**src/rtl/gen_synchronizer_if.sv**
```systemverilog
// Bundle between the generation sequencer and its surroundings: worker done
// levels, renderer blanking, double-buffer ready, run/step control in one
// direction; start/swap pulses, generation count and status flags in the other.
//
// Handshake (the only one on this bundle): buf_swap_out is a one-cycle request
// pulse; the sequencer then waits any number of cycles for buf_ready_in, which
// is only honoured while the sequencer is waiting for it (WAIT_BUF). A ready
// level seen in any other state, including the swap cycle itself, is ignored.
// The master modport is the environment; the slave modport is the sequencer.
interface gen_synchronizer_if #(
    parameter int NUM_WORKERS = 4,
    parameter int GEN_W       = 16,
    parameter int FPG_W       = 4
);
    logic [NUM_WORKERS-1:0] logic_done_in;
    logic                   render_done_in;
    logic                   buf_ready_in;
    logic                   run_in;
    logic                   step_in;
    logic [FPG_W-1:0]       frames_per_gen_in;
    logic                   logic_start_out;
    logic                   buf_swap_out;
    logic [GEN_W-1:0]       gen_count_out;
    logic                   busy_out;
    logic                   timeout_out;

    modport master (
        output logic_done_in, render_done_in, buf_ready_in, run_in, step_in,
               frames_per_gen_in,
        input  logic_start_out, buf_swap_out, gen_count_out, busy_out, timeout_out
    );

    modport slave (
        input  logic_done_in, render_done_in, buf_ready_in, run_in, step_in,
               frames_per_gen_in,
        output logic_start_out, buf_swap_out, gen_count_out, busy_out, timeout_out
    );
endinterface

```
**src/rtl/gen_synchronizer.sv**
```systemverilog
// Generation sequencer: waits for all workers done, renderer blanking and the
// frame quota, then pulses a buffer swap, waits for buffer ready and pulses the
// next generation start. Run/pause/single-step control, generation counter and
// busy flag. Optional WAIT_BUF watchdog enabled by defining GEN_SYNC_WATCHDOG_EN;
// without it timeout_out is tied to 0. dbg_state_out exposes the FSM state
// (0 IDLE, 1 SWAP, 2 WAIT_BUF, 3 START, 4 WAIT_RENDER).
module gen_synchronizer #(
    parameter int NUM_WORKERS    = 4,
    parameter int GEN_W          = 16,
    parameter int FPG_W          = 4,
    parameter int TIMEOUT_CYCLES = 4096
) (
    input  logic                clk_in,
    input  logic                rst_in,
    gen_synchronizer_if.slave   bus,
    output logic [2:0]          dbg_state_out
);

    typedef enum logic [2:0] {
        IDLE        = 3'd0,
        SWAP        = 3'd1,
        WAIT_BUF    = 3'd2,
        START       = 3'd3,
        WAIT_RENDER = 3'd4
    } state_t;

    if (NUM_WORKERS < 1 || TIMEOUT_CYCLES < 1) begin : g_param_check
        $error("gen_synchronizer: NUM_WORKERS and TIMEOUT_CYCLES must be >= 1");
    end

    state_t                 state_q, state_d;
    logic [NUM_WORKERS-1:0] done_prev_q, done_prev_d;
    logic [NUM_WORKERS-1:0] done_latch_q, done_latch_d;
    logic                   render_prev_q, render_prev_d;
    logic [FPG_W-1:0]       frame_cnt_q, frame_cnt_d;
    logic                   step_pending_q, step_pending_d;
    logic                   buf_swap_q, buf_swap_d;
    logic                   logic_start_q, logic_start_d;
    logic                   busy_q, busy_d;
    logic [GEN_W-1:0]       gen_count_q, gen_count_d;

    logic [FPG_W-1:0]       fpg_eff;
    logic                   quota_met;
    logic                   step_ok;
    logic                   go;

    // Qualifiers for leaving IDLE; a zero quota behaves like one frame.
    always_comb begin
        fpg_eff   = (bus.frames_per_gen_in == '0) ? FPG_W'(1) : bus.frames_per_gen_in;
        quota_met = (frame_cnt_q >= fpg_eff);
        step_ok   = bus.run_in | step_pending_q | (bus.step_in & ~bus.run_in);
        go        = (&done_latch_q) & bus.render_done_in & quota_met & step_ok;
    end

    // Next-state, edge latches, frame count, step request and registered outputs.
    always_comb begin
        state_d = state_q;
        case (state_q)
            IDLE:        if (go) state_d = SWAP;
            SWAP:        state_d = WAIT_BUF;
            WAIT_BUF:    if (bus.buf_ready_in) state_d = START;
            START:       state_d = WAIT_RENDER;
            WAIT_RENDER: if (!bus.render_done_in) state_d = IDLE;
            default:     state_d = IDLE;
        endcase

        done_prev_d   = bus.logic_done_in;
        render_prev_d = bus.render_done_in;

        // Latches and frame count restart in the start cycle; edges in it are dropped.
        if (state_q == START) begin
            done_latch_d = '0;
            frame_cnt_d  = '0;
        end else begin
            done_latch_d = done_latch_q | (bus.logic_done_in & ~done_prev_q);
            frame_cnt_d  = frame_cnt_q;
            if (bus.render_done_in && !render_prev_q && (frame_cnt_q != '1)) begin
                frame_cnt_d = frame_cnt_q + FPG_W'(1);
            end
        end

        // A step consumed by the swap clears the request; repeats collapse.
        if (state_q == IDLE && go) begin
            step_pending_d = 1'b0;
        end else if (bus.step_in && !bus.run_in) begin
            step_pending_d = 1'b1;
        end else begin
            step_pending_d = step_pending_q;
        end

        buf_swap_d    = (state_d == SWAP);
        logic_start_d = (state_d == START);
        busy_d        = (state_d != IDLE);
        gen_count_d   = (state_d == START) ? gen_count_q + GEN_W'(1) : gen_count_q;
    end

    // All sequencer state, reset synchronously.
    always_ff @(posedge clk_in) begin
        if (rst_in) begin
            state_q        <= IDLE;
            done_prev_q    <= '0;
            done_latch_q   <= '0;
            render_prev_q  <= 1'b0;
            frame_cnt_q    <= '0;
            step_pending_q <= 1'b0;
            buf_swap_q     <= 1'b0;
            logic_start_q  <= 1'b0;
            busy_q         <= 1'b0;
            gen_count_q    <= '0;
        end else begin
            state_q        <= state_d;
            done_prev_q    <= done_prev_d;
            done_latch_q   <= done_latch_d;
            render_prev_q  <= render_prev_d;
            frame_cnt_q    <= frame_cnt_d;
            step_pending_q <= step_pending_d;
            buf_swap_q     <= buf_swap_d;
            logic_start_q  <= logic_start_d;
            busy_q         <= busy_d;
            gen_count_q    <= gen_count_d;
        end
    end

`ifdef GEN_SYNC_WATCHDOG_EN
    localparam int WD_W = $clog2(TIMEOUT_CYCLES + 1);

    logic [WD_W-1:0] wd_cnt_q, wd_cnt_d;
    logic            timeout_q, timeout_d;

    // Count cycles spent in WAIT_BUF; the flag is sticky, the FSM keeps waiting.
    always_comb begin
        wd_cnt_d = '0;
        if (state_q == WAIT_BUF) begin
            wd_cnt_d = (wd_cnt_q == WD_W'(TIMEOUT_CYCLES)) ? wd_cnt_q : wd_cnt_q + WD_W'(1);
        end
        timeout_d = timeout_q | (wd_cnt_d == WD_W'(TIMEOUT_CYCLES));
    end

    // Watchdog registers.
    always_ff @(posedge clk_in) begin
        if (rst_in) begin
            wd_cnt_q  <= '0;
            timeout_q <= 1'b0;
        end else begin
            wd_cnt_q  <= wd_cnt_d;
            timeout_q <= timeout_d;
        end
    end

    assign bus.timeout_out = timeout_q;
`else
    assign bus.timeout_out = 1'b0;
`endif

    assign bus.buf_swap_out    = buf_swap_q;
    assign bus.logic_start_out = logic_start_q;
    assign bus.busy_out        = busy_q;
    assign bus.gen_count_out   = gen_count_q;
    assign dbg_state_out       = state_q;

endmodule

```
**src/flat_wrapper.sv**
```systemverilog
// flat-port wrapper written by rule: the top's interface ports become plain ports
module gen_synchronizer_flat 
#(
    parameter int NUM_WORKERS    = 4,
    parameter int GEN_W          = 16,
    parameter int FPG_W          = 4,
    parameter int TIMEOUT_CYCLES = 4096
)
  (clk_in, rst_in, dbg_state_out, bus_logic_done_in, bus_render_done_in, bus_buf_ready_in, bus_run_in, bus_step_in, bus_frames_per_gen_in, bus_logic_start_out, bus_buf_swap_out, bus_gen_count_out, bus_busy_out, bus_timeout_out);
  gen_synchronizer_if #(.NUM_WORKERS(NUM_WORKERS), .GEN_W(GEN_W), .FPG_W(FPG_W)) bus_i ();
  input  logic clk_in;
  input  logic rst_in;
  output logic [2:0] dbg_state_out;
  input wire logic [$bits(bus_i.logic_done_in)-1:0] bus_logic_done_in;
  input wire logic [$bits(bus_i.render_done_in)-1:0] bus_render_done_in;
  input wire logic [$bits(bus_i.buf_ready_in)-1:0] bus_buf_ready_in;
  input wire logic [$bits(bus_i.run_in)-1:0] bus_run_in;
  input wire logic [$bits(bus_i.step_in)-1:0] bus_step_in;
  input wire logic [$bits(bus_i.frames_per_gen_in)-1:0] bus_frames_per_gen_in;
  output wire logic [$bits(bus_i.logic_start_out)-1:0] bus_logic_start_out;
  output wire logic [$bits(bus_i.buf_swap_out)-1:0] bus_buf_swap_out;
  output wire logic [$bits(bus_i.gen_count_out)-1:0] bus_gen_count_out;
  output wire logic [$bits(bus_i.busy_out)-1:0] bus_busy_out;
  output wire logic [$bits(bus_i.timeout_out)-1:0] bus_timeout_out;
  assign bus_i.logic_done_in = bus_logic_done_in;
  assign bus_i.render_done_in = bus_render_done_in;
  assign bus_i.buf_ready_in = bus_buf_ready_in;
  assign bus_i.run_in = bus_run_in;
  assign bus_i.step_in = bus_step_in;
  assign bus_i.frames_per_gen_in = bus_frames_per_gen_in;
  assign bus_logic_start_out = bus_i.logic_start_out;
  assign bus_buf_swap_out = bus_i.buf_swap_out;
  assign bus_gen_count_out = bus_i.gen_count_out;
  assign bus_busy_out = bus_i.busy_out;
  assign bus_timeout_out = bus_i.timeout_out;
  gen_synchronizer #(.NUM_WORKERS(NUM_WORKERS), .GEN_W(GEN_W), .FPG_W(FPG_W), .TIMEOUT_CYCLES(TIMEOUT_CYCLES)) u_core (.clk_in(clk_in), .rst_in(rst_in), .bus(bus_i), .dbg_state_out(dbg_state_out));
endmodule
```
**config.mk**
```make
export PLATFORM = sky130hd
export DESIGN_NAME = gen_synchronizer_flat
export DESIGN_NICKNAME = d
export VERILOG_FILES = /design/src/rtl/gen_synchronizer_if.sv /design/src/rtl/gen_synchronizer.sv /design/src/flat_wrapper.sv
export SDC_FILE = /design/constraint.sdc
export NUM_CORES = 1
export LEC_CHECK = 0
export BUFFER_PORTS_ARGS = -buffer_cell sky130_fd_sc_hd__clkbuf_2
export CORE_MARGIN = 2
export CORE_UTILIZATION = 47
export CTS_CLUSTER_DIAMETER = 40
export DETAILED_ROUTE_END_ITERATION = 16
export PLACE_DENSITY = 0.71
export SLEW_MARGIN = 20
export SYNTH_ARGS = -nofsm -noshare
export SYNTH_HDL_FRONTEND = slang
export SYNTH_SLANG_ARGS = --single-unit
```
**constraint.sdc**
```tcl
create_clock -name clk_in -period 1.7 [get_ports clk_in]
set_input_delay 0.34 -clock clk_in [delete_from_list [all_inputs] [get_ports clk_in]]
set_output_delay 0.34 -clock clk_in [all_outputs]
set_load 0.01 [all_outputs]
```
**After elaboration in Yosys (flattened, before gate mapping)**

Cells that the tools add are included.
Widths: inputs -> output; s select.

- Bitwise operators: 10
- $lt $le $gt $ge: 1
- $add $sub $neg: 2
- Multiplexer cells: 5
- Equal/unequal tests: 7
- Reductions and logical operators: 12

Operator list:

| cell | number |
|---|---|
| $add 16x1->16 const B | 1 |
| $pmux 3 s5 | 1 |
| $eq 3x2->1 const B | 3 |
| $mux 3 | 3 |
| $eq 3x1->1 const B | 2 |
| $add 4x1->4 const B | 1 |
| $and 1x1->1 | 4 |
| $and 4x4->4 | 1 |
| $ge 4x4->1 | 1 |
| $logic_and 1x1->1 | 4 |
| $logic_not 4->1 | 1 |
| $mux 4 | 1 |
| $ne 4x4->1 const B | 1 |
| $not 4->4 | 1 |
| $or 4x4->4 | 1 |
| $reduce_and 4->1 | 1 |
| $reduce_or 2->1 | 2 |
| $eq 3x3->1 const B | 1 |
| $logic_not 3->1 | 1 |
| $reduce_bool 3->1 | 1 |
| $logic_not 1->1 | 2 |
| $or 1x1->1 | 2 |
| $not 1->1 | 1 |

- Logic and storage cells: 47
- Flip-flop bits (word level): 36
- Input port bits: 14

**Depth between registers and ports, before layout**

Gate-level depths: netlist of the first run.

- Word-level depth: 8
- Gate-level depth with buffers: 7

**Least setup slack after synthesis of the first run**

OpenSTA, ideal clock, no wires.

- Path kind: input to register
- From: input bus_frames_per_gen_in[2]
- To: register u_core.buf_swap_q, in the netlist u_core.bus.buf_swap_out
- Arrival time: 1.571 ns
- Buffers on the path: 0
- Stages: 7
- Setup slack: -0.020 ns
- Library setup time: 0.148 ns
- Cells stage by stage: inv_1 > a31o_2 > ha_1 > a31oi_1 > nor2b_1 > o311ai_1 > a2111oi_0

- Longest elaborated chain between the ends: 8

Ends and longest elaborated chain:

| element | RTL line | text |
|---|---|---|
| start, declared | flat_wrapper.sv:19 | `input wire logic [$bits(bus_i.frames_per_gen_in)-1:0] bus_frames_per_gen_in;` |
| $logic_not 4->1 | gen_synchronizer.sv:49 | `fpg_eff = (bus.frames_per_gen_in == '0) ? FPG_W'(1) : bus.frames_per_gen_in;` |
| $mux 4 * | gen_synchronizer.sv:49 |  |
| $ge 4x4->1 * | gen_synchronizer.sv:50 | `quota_met = (frame_cnt_q >= fpg_eff);` |
| $and 1x1->1 * (2 in a row) | gen_synchronizer.sv:52 | `go = (&done_latch_q) & bus.render_done_in & quota_met & step_ok;` |
| $mux 3 * | gen_synchronizer.sv:59 | `IDLE: if (go) state_d = SWAP;` |
| $pmux 3 s5 * | gen_synchronizer.sv:58 | `case (state_q)` |
| $eq 3x1->1 * | gen_synchronizer.sv:91 | `buf_swap_d = (state_d == SWAP);` |
| end signal, assigned | gen_synchronizer.sv:117 | `buf_swap_q <= buf_swap_d;` |
| end, declared | gen_synchronizer.sv:37 | `logic buf_swap_q, buf_swap_d;` |

Every way passes the cells marked *; elsewhere a longest branch is shown, timed or not.
A chain may end at the register's enable or synchronous reset.

**Worst setup path after layout of the first run**

- From: register u_core.gen_count_q[0], in the netlist u_core.bus.gen_count_out[0]
- To: register u_core.gen_count_q[15], in the netlist u_core.bus.gen_count_out[15]

- Longest elaborated chain between the ends: 1

Ends and longest elaborated chain:

| element | RTL line | text |
|---|---|---|
| start, declared | gen_synchronizer.sv:40 | `logic [GEN_W-1:0] gen_count_q, gen_count_d;` |
| start signal, assigned | gen_synchronizer.sv:120 | `gen_count_q <= gen_count_d;` |
| $add 16x1->16 | gen_synchronizer.sv:94 | `gen_count_d = (state_d == START) ? gen_count_q + GEN_W'(1) : gen_count_q;` |

No other way between the ends.

==> results_dict.tcl, run 1 <==
set metrics [dict create \
    status "finished clean" \
    track_usage_pct 19.5 \
    antenna_cells 0 \
    io_pins 37 \
    synth.distinct_cells 39 \
    cp-start-kind "flip-flop" \
    synth-edff-count 0 \
    ant_nets 0 \
    cp_max_fo 4 \
    worstPathRequired_ns 1.97 \
    synth_flop_cell "dfxtp_1" \
    clkTransAtPathRegs_ns 0.10 \
    power_leakage_nw 0.836 \
    placed_area_um2 1900 \
    drive_gt1_share_pct 32.8 \
    final_cell_mix "clkbuf_2 (35), dfxtp_1 (30), nor2_1 (17), buf_4 (17), a21oi_1 (15)" \
    clk-insertion-delay-late_ns 0.33 \
    synth_warnings 0 \
    crit_arrival_ns 1.89 \
    grt_pass1_vias 1278 \
    antenna_found_initial 0 \
    clock_path_buffers 2 \
    core_area_um2 3100 \
    drt-vias-per-instance 5.10 \
    utilization_pct 65.0 \
    setup_viol 0 \
    place_congestion 0.758 \
    crit_path_end_kind "flip-flop" \
    num_vias 1391 \
    rows 20 \
    dpl.hpwl_mm 2.53 \
    crit_buf_inv 1 \
    start_util_pct 50.4 \
    ff2ff_setup_slack_ns 0.08 \
    drc_errors 0 \
    die_w_um 61.7 \
    die_area_um2 3810 \
    cts.sinks 36 \
    numPortBuffers 35 \
    async_flop_share_pct 0 \
    fp.dieH_um 61.7 \
    peakVddDrop_v 0.000503 \
    cp_slowest_cell "or4_4" \
    cts_tree "yes" \
    crit_type "flip-flop to flip-flop" \
    grt_max_degree 21 \
    final_max_slew_viol_count 0 \
    syn_to_final_growth_pct 28.9 \
    dr.pass1.iters 6 \
    pre_cts_slack_ns -0.143 \
    hp-class "primary input to flip-flop" \
    stdcell_area_um2 2020 \
    grt_overflow 0 \
    final_common_cell "clkbuf_2" \
    crit_chain "buf_4 > nand3_2 > or3_4 > or4_4 > a21oi_2" \
    fill_cells 274 \
    period_needed_ns 1.62 \
    cts_hold_buffers 0 \
    max_stage_delay_ns 0.49 \
    synth_fp_nets 196 \
    fin_nets 249 \
    max_freq_ghz 0.616 \
    fin_crit_sh_pct 95.5 \
    hold_violations 0 \
    wl_mm 3.38 \
    seq_area_frac_synth_pct 46.0 \
    cts_buffers 5 \
    postSynthCellCount 176 \
    htreeDepth 2 \
    fin_tns_setup_ns 0 \
    cts-root-buf "clkbuf_4" \
    syn_area_per_cell_um2 8.89 \
    wl_per_cell_um 12.4 \
    power.density_nw_per_um2 688 \
    ys_ff_latch 36 \
    syn_area_um2 1570 \
    grt_pass1_wl_mm 5.46 \
    max-cap-violations 0 \
    setup_slack_ns 0.0771 \
    first_iter_violations 54 \
    skew_ns 0.00483 \
    crit_family "simple AND/OR/NAND/NOR gates" \
]
==> state kept, by name, indices dropped and copies added (netlist names) <==
signal and cells:
u_core.done_latch_q 4, u_core.frame_cnt_q 4, u_core.bus.logic_start_out 1, u_core.bus.busy_out 1, u_core.step_pending_q 1, u_core.dbg_state_out 3, u_core.render_prev_q 1, u_core.done_prev_q 4
u_core.bus.buf_swap_out 1, u_core.bus.gen_count_out 16
==> stage by stage <==
step / hold slack, ns / cells / total power, mW
3_5_place_dp: 0.464 / 265 / 0.986
2_1_floorplan: 0.436 / 176 / 0.951
4_1_cts: 0.230 / 273 / 1.40
5_1_grt: 0.231 / 273 / 1.45
6_report: 0.242 / 273 / 1.39
3_3_place_gp: 0.455 / 265 / 0.979
==> per-layer routing <==
layer	wire [um]	track usage, %	vias to the layer above
met1	1620	25.0	643
met5	0	0	-
met3	140	5.18	5
li1	-	-	712
met4	26	7.29	0
met2	1590	31.7	31
==> kinds of logic (layout without fill, tap and decap cells) <==
logic type                 count (synthesis)  count (layout)  synth area share [%]
AOI/OAI and AO/OA                         29              29                  11.0
xor gates and xnor gates                  12              12                  6.72
adders and majority gates                  6               6                  4.80
buffers and inverters                     17              70                  4.32
DFF                                       36              36                  46.0
other                                      1               1                 0.240
and+or+nand+nor                           75              75                  26.9
==> power breakdown <==
part,switching [mW],total [mW],internal (mW)
clock network,0.267,0.420,0.152
logic,0.0518,0.0963,0.0445
registers,0.00962,0.872,0.863
total,0.329,1.39,1.06
==> final cells by class <==
class                      count  area (um2)  area share [%]
clock inverter                 1        5.00           0.248
clock buffer                   6        41.3            2.05
tap                           44        55.1            2.73
timing repair buffer          52         303            15.0
inverter                      11        41.3            2.05
sequential                    36         728            36.1
multi-input combinational    123         843            41.8
==> cell usage after synthesis, types with 2 or more instances <==
cell type	number	share of area, %
or3_1	7	2.8
a21oi_1	16	5.1
nand4_1	4	1.6
ha_1	6	4.8
dfxtp_1	36	46
nor3_1	3	0.96
nor2_1	17	4.1
o21ai_0	5	1.6
nand2_1	9	2.2
xor2_1	3	1.7
nor4_1	4	1.6
nand3_1	8	2.6
and2_1	3	1.2
clkbuf_1	4	0.96
nand2b_1	2	0.80
nor2b_1	8	3.2
inv_1	11	2.6
xnor2_1	9	5.0
==> path summary, 6_finish.rpt <==
path	endpoint	depth (start not counted)	start
min	u_core.done_prev_q[1]$_SDFF_PP0_	2	bus_logic_done_in[1]
min reg2reg	u_core.done_latch_q[1]$_SDFF_PP0_	2	u_core.done_latch_q[1]$_SDFF_PP0_
max	u_core.bus.gen_count_out[15]$_SDFFE_PP0N_	5	u_core.bus.gen_count_out[0]$_SDFFE_PP0N_
max reg2reg	u_core.bus.gen_count_out[15]$_SDFFE_PP0N_	5	u_core.bus.gen_count_out[0]$_SDFFE_PP0N_
==> worst register-to-register path, delay by kind of cell (launching register included) <==
family | cells | cell delay, ns
AO/OA/AOI/OAI | 1 | 0.13
buffers and inverters | 1 | 0.12
flip-flops | 1 | 0.35
AND/OR/NAND/NOR | 3 | 0.96
==> timing repair <==
item	4_1_cts	5_1_grt
setup buffers	1	0
cloned	0	0
setup endpoints to repair	3	7
pin swaps	3	4
resized for setup	5	11
(Power assumes the default switching activity.)
==> run 2, diff against run 1 <==
--- a/config.mk
+++ b/config.mk
@@ -6,8 +6,9 @@
 export NUM_CORES = 1
 export LEC_CHECK = 0
 export BUFFER_PORTS_ARGS = -buffer_cell sky130_fd_sc_hd__clkbuf_2
-export CORE_MARGIN = 2
-export CORE_UTILIZATION = 47
+export CELL_PAD_IN_SITES_DETAIL_PLACEMENT = 1
+export CELL_PAD_IN_SITES_GLOBAL_PLACEMENT = 1
+export CORE_UTILIZATION = 35
 export CTS_CLUSTER_DIAMETER = 40
 export DETAILED_ROUTE_END_ITERATION = 16
 export PLACE_DENSITY = 0.71
==> constraint.sdc (replaced) <==
create_clock -name clk_in -period 1.7 [get_ports clk_in]
set_input_delay 0.255 -clock clk_in [delete_from_list [all_inputs] [get_ports clk_in]]
set_output_delay 0.255 -clock clk_in [all_outputs]
set_load 0.01 [all_outputs]
==> results_dict.tcl, run 2 (synthesis results as in run 1) <==
set metrics [dict create \
    period_needed_ns 1.67 \
    setup_slack_ns 0.0260 \
    largest_reg_flops 16 \
    hold_violations 0 \
    cp_slowest_cell "or4_4" \
    final_max_slew_viol_count 0 \
    placed_area_um2 1910 \
    numPortBuffers 35 \
    setup_viol 0 \
    dr.pass1.iters 3 \
    peakVddDrop_v 0.000673 \
    cts-root-buf "clkbuf_8" \
    cp_max_fo 5 \
    grt_overflow 0 \
    first_iter_violations 34 \
    final_cell_mix "clkbuf_2 (35), dfxtp_1 (30), buf_4 (20)" \
    cts_buffers 5 \
    r2r_start "u_core.dbg_state_out[2]$_SDFF_PP0_" \
    ff2ff_setup_slack_ns 0.03 \
    skew_ns 0.00827 \
    cts_tree "yes" \
    grt_pass1_vias 1494 \
    die_area_um2 4740 \
    holdPathStages 2 \
    max_stage_delay_ns 0.49 \
    whs_endpoint "u_core.done_prev_q[3]$_SDFF_PP0_" \
    rows 23 \
    ant_nets 0 \
    drc_errors 0 \
    antenna_found_initial 0 \
    worstPathRequired_ns 1.94 \
    fin_nets 252 \
    reg2reg_to "u_core.bus.gen_count_out[15]$_SDFFE_PP0N_" \
    wl_per_cell_um 15.8 \
    clk-insertion-delay-late_ns 0.30 \
    grt_pass1_wl_mm 6.80 \
    clkTransAtPathRegs_ns 0.07 \
    dpl.hpwl_mm 3.11 \
    cts_hold_buffers 0 \
    fp.dieH_um 68.9 \
    io_pins 37 \
    crit_chain "nand4bb_4 > or3_4 > or4_4 > a21oi_2" \
    utilization_pct 51.4 \
    wl_mm 4.47 \
    fin_cells 283 \
    core_area_um2 4140 \
    power_leakage_nw 0.875 \
    clock_path_buffers 2 \
    antenna_cells 0 \
    reg2reg_depth 4 \
    htreeDepth 2 \
    crit_path_end_kind "flip-flop" \
    status "finished clean" \
    cts.sinks 36 \
    hp-class "primary input to flip-flop" \
    stdcell_area_um2 2130 \
    fin_crit_sh_pct 98.5 \
    drt-vias-per-instance 5.15 \
    num_vias 1458 \
    start_util_pct 37.8 \
    holdCritStartpoint "bus_logic_done_in[3]" \
    max_freq_ghz 0.597 \
    track_usage_pct 20.0 \
    place_congestion 0.685 \
    die_w_um 68.9 \
    dp.cells 273 \
    max-cap-violations 0 \
    cp-start-kind "flip-flop" \
    crit_buf_inv 0 \
    crit_type "flip-flop to flip-flop" \
    pre_cts_slack_ns -0.212 \
    crit_arrival_ns 1.92 \
    power.density_nw_per_um2 811 \
    syn_to_final_growth_pct 36.2 \
    final_common_cell "clkbuf_2" \
    fin_tns_setup_ns 0 \
    rsz0062_at_grt "yes" \
    grt_max_degree 16 \
    crit_family "simple AND/OR/NAND/NOR gates" \
    drive_gt1_share_pct 35.2 \
]
==> run 2: what timing repair did <==
action                     in CTS  in global routing
setup endpoints to repair       4                  8
resized for setup               3                 17
buffers inserted                0                  2
pin swaps                       2                  7
==> run 2: cell type report <==
cell class / count / area, um2
fill: 503 / 2010
multi-input combinational: 123 / 867
sequential: 36 / 728
timing repair buffer: 55 / 325
clock buffer: 6 / 72.6
tap: 50 / 62.6
inverter: 11 / 41.3
clock inverter: 2 / 35.0
==> run 2: power breakdown <==
group          switching (mW)  leakage (nW)  internal [mW]
clock                   0.317        0.0552          0.435
combinational          0.0558         0.524         0.0465
sequential             0.0109         0.296          0.864
total                   0.383         0.875           1.35
==> run 2: worst max-delay path by stage <==
stage / slack (ns) / endpoint / cells after the start / start
after global placement: -0.05 / u_core.bus.buf_swap_out$_SDFF_PP0_ / 9 / bus_frames_per_gen_in[2]
after detailed placement: -0.21 / u_core.bus.buf_swap_out$_SDFF_PP0_ / 9 / bus_frames_per_gen_in[2]
after CTS: -0.01 / u_core.bus.buf_swap_out$_SDFF_PP0_ / 5 / u_core.dbg_state_out[1]$_SDFF_PP0_
after global routing: -0.04 / u_core.bus.gen_count_out[11]$_SDFFE_PP0N_ / 5 / u_core.dbg_state_out[2]$_SDFF_PP0_
after floorplan: 0.01 / u_core.bus.gen_count_out[15]$_SDFFE_PP0N_ / 4 / u_core.dbg_state_out[2]$_SDFF_PP0_
final: 0.03 / u_core.bus.gen_count_out[15]$_SDFFE_PP0N_ / 4 / u_core.dbg_state_out[2]$_SDFF_PP0_
==> run 2: stage by stage <==
step           total power, mW  hold slack (ns)
3_5_place_dp             0.989            0.464
5_1_grt                   1.80            0.186
4_1_cts                   1.74            0.187
3_3_place_gp             0.979            0.453
6_report                  1.73            0.192
2_1_floorplan            0.950            0.383
==> run 2: layer usage <==
metal  wire [um]  part of all wire (%)  track usage, %  up-vias
li1            -                     -               -      719
met1        1940                    43            23.3      709
met2        2300                    51            33.3       25
met3         178                   4.0            7.07        5
met4          52                   1.2            8.16        0
met5           0                     0               0        -
==> run 2: worst reg2reg max path, delay by kind of cell (launching register included) <==
family,cells,cell delay (ns)
AOI/OAI and AO/OA,1,0.11
DFF,1,0.33
and+or+nand+nor,3,1.17
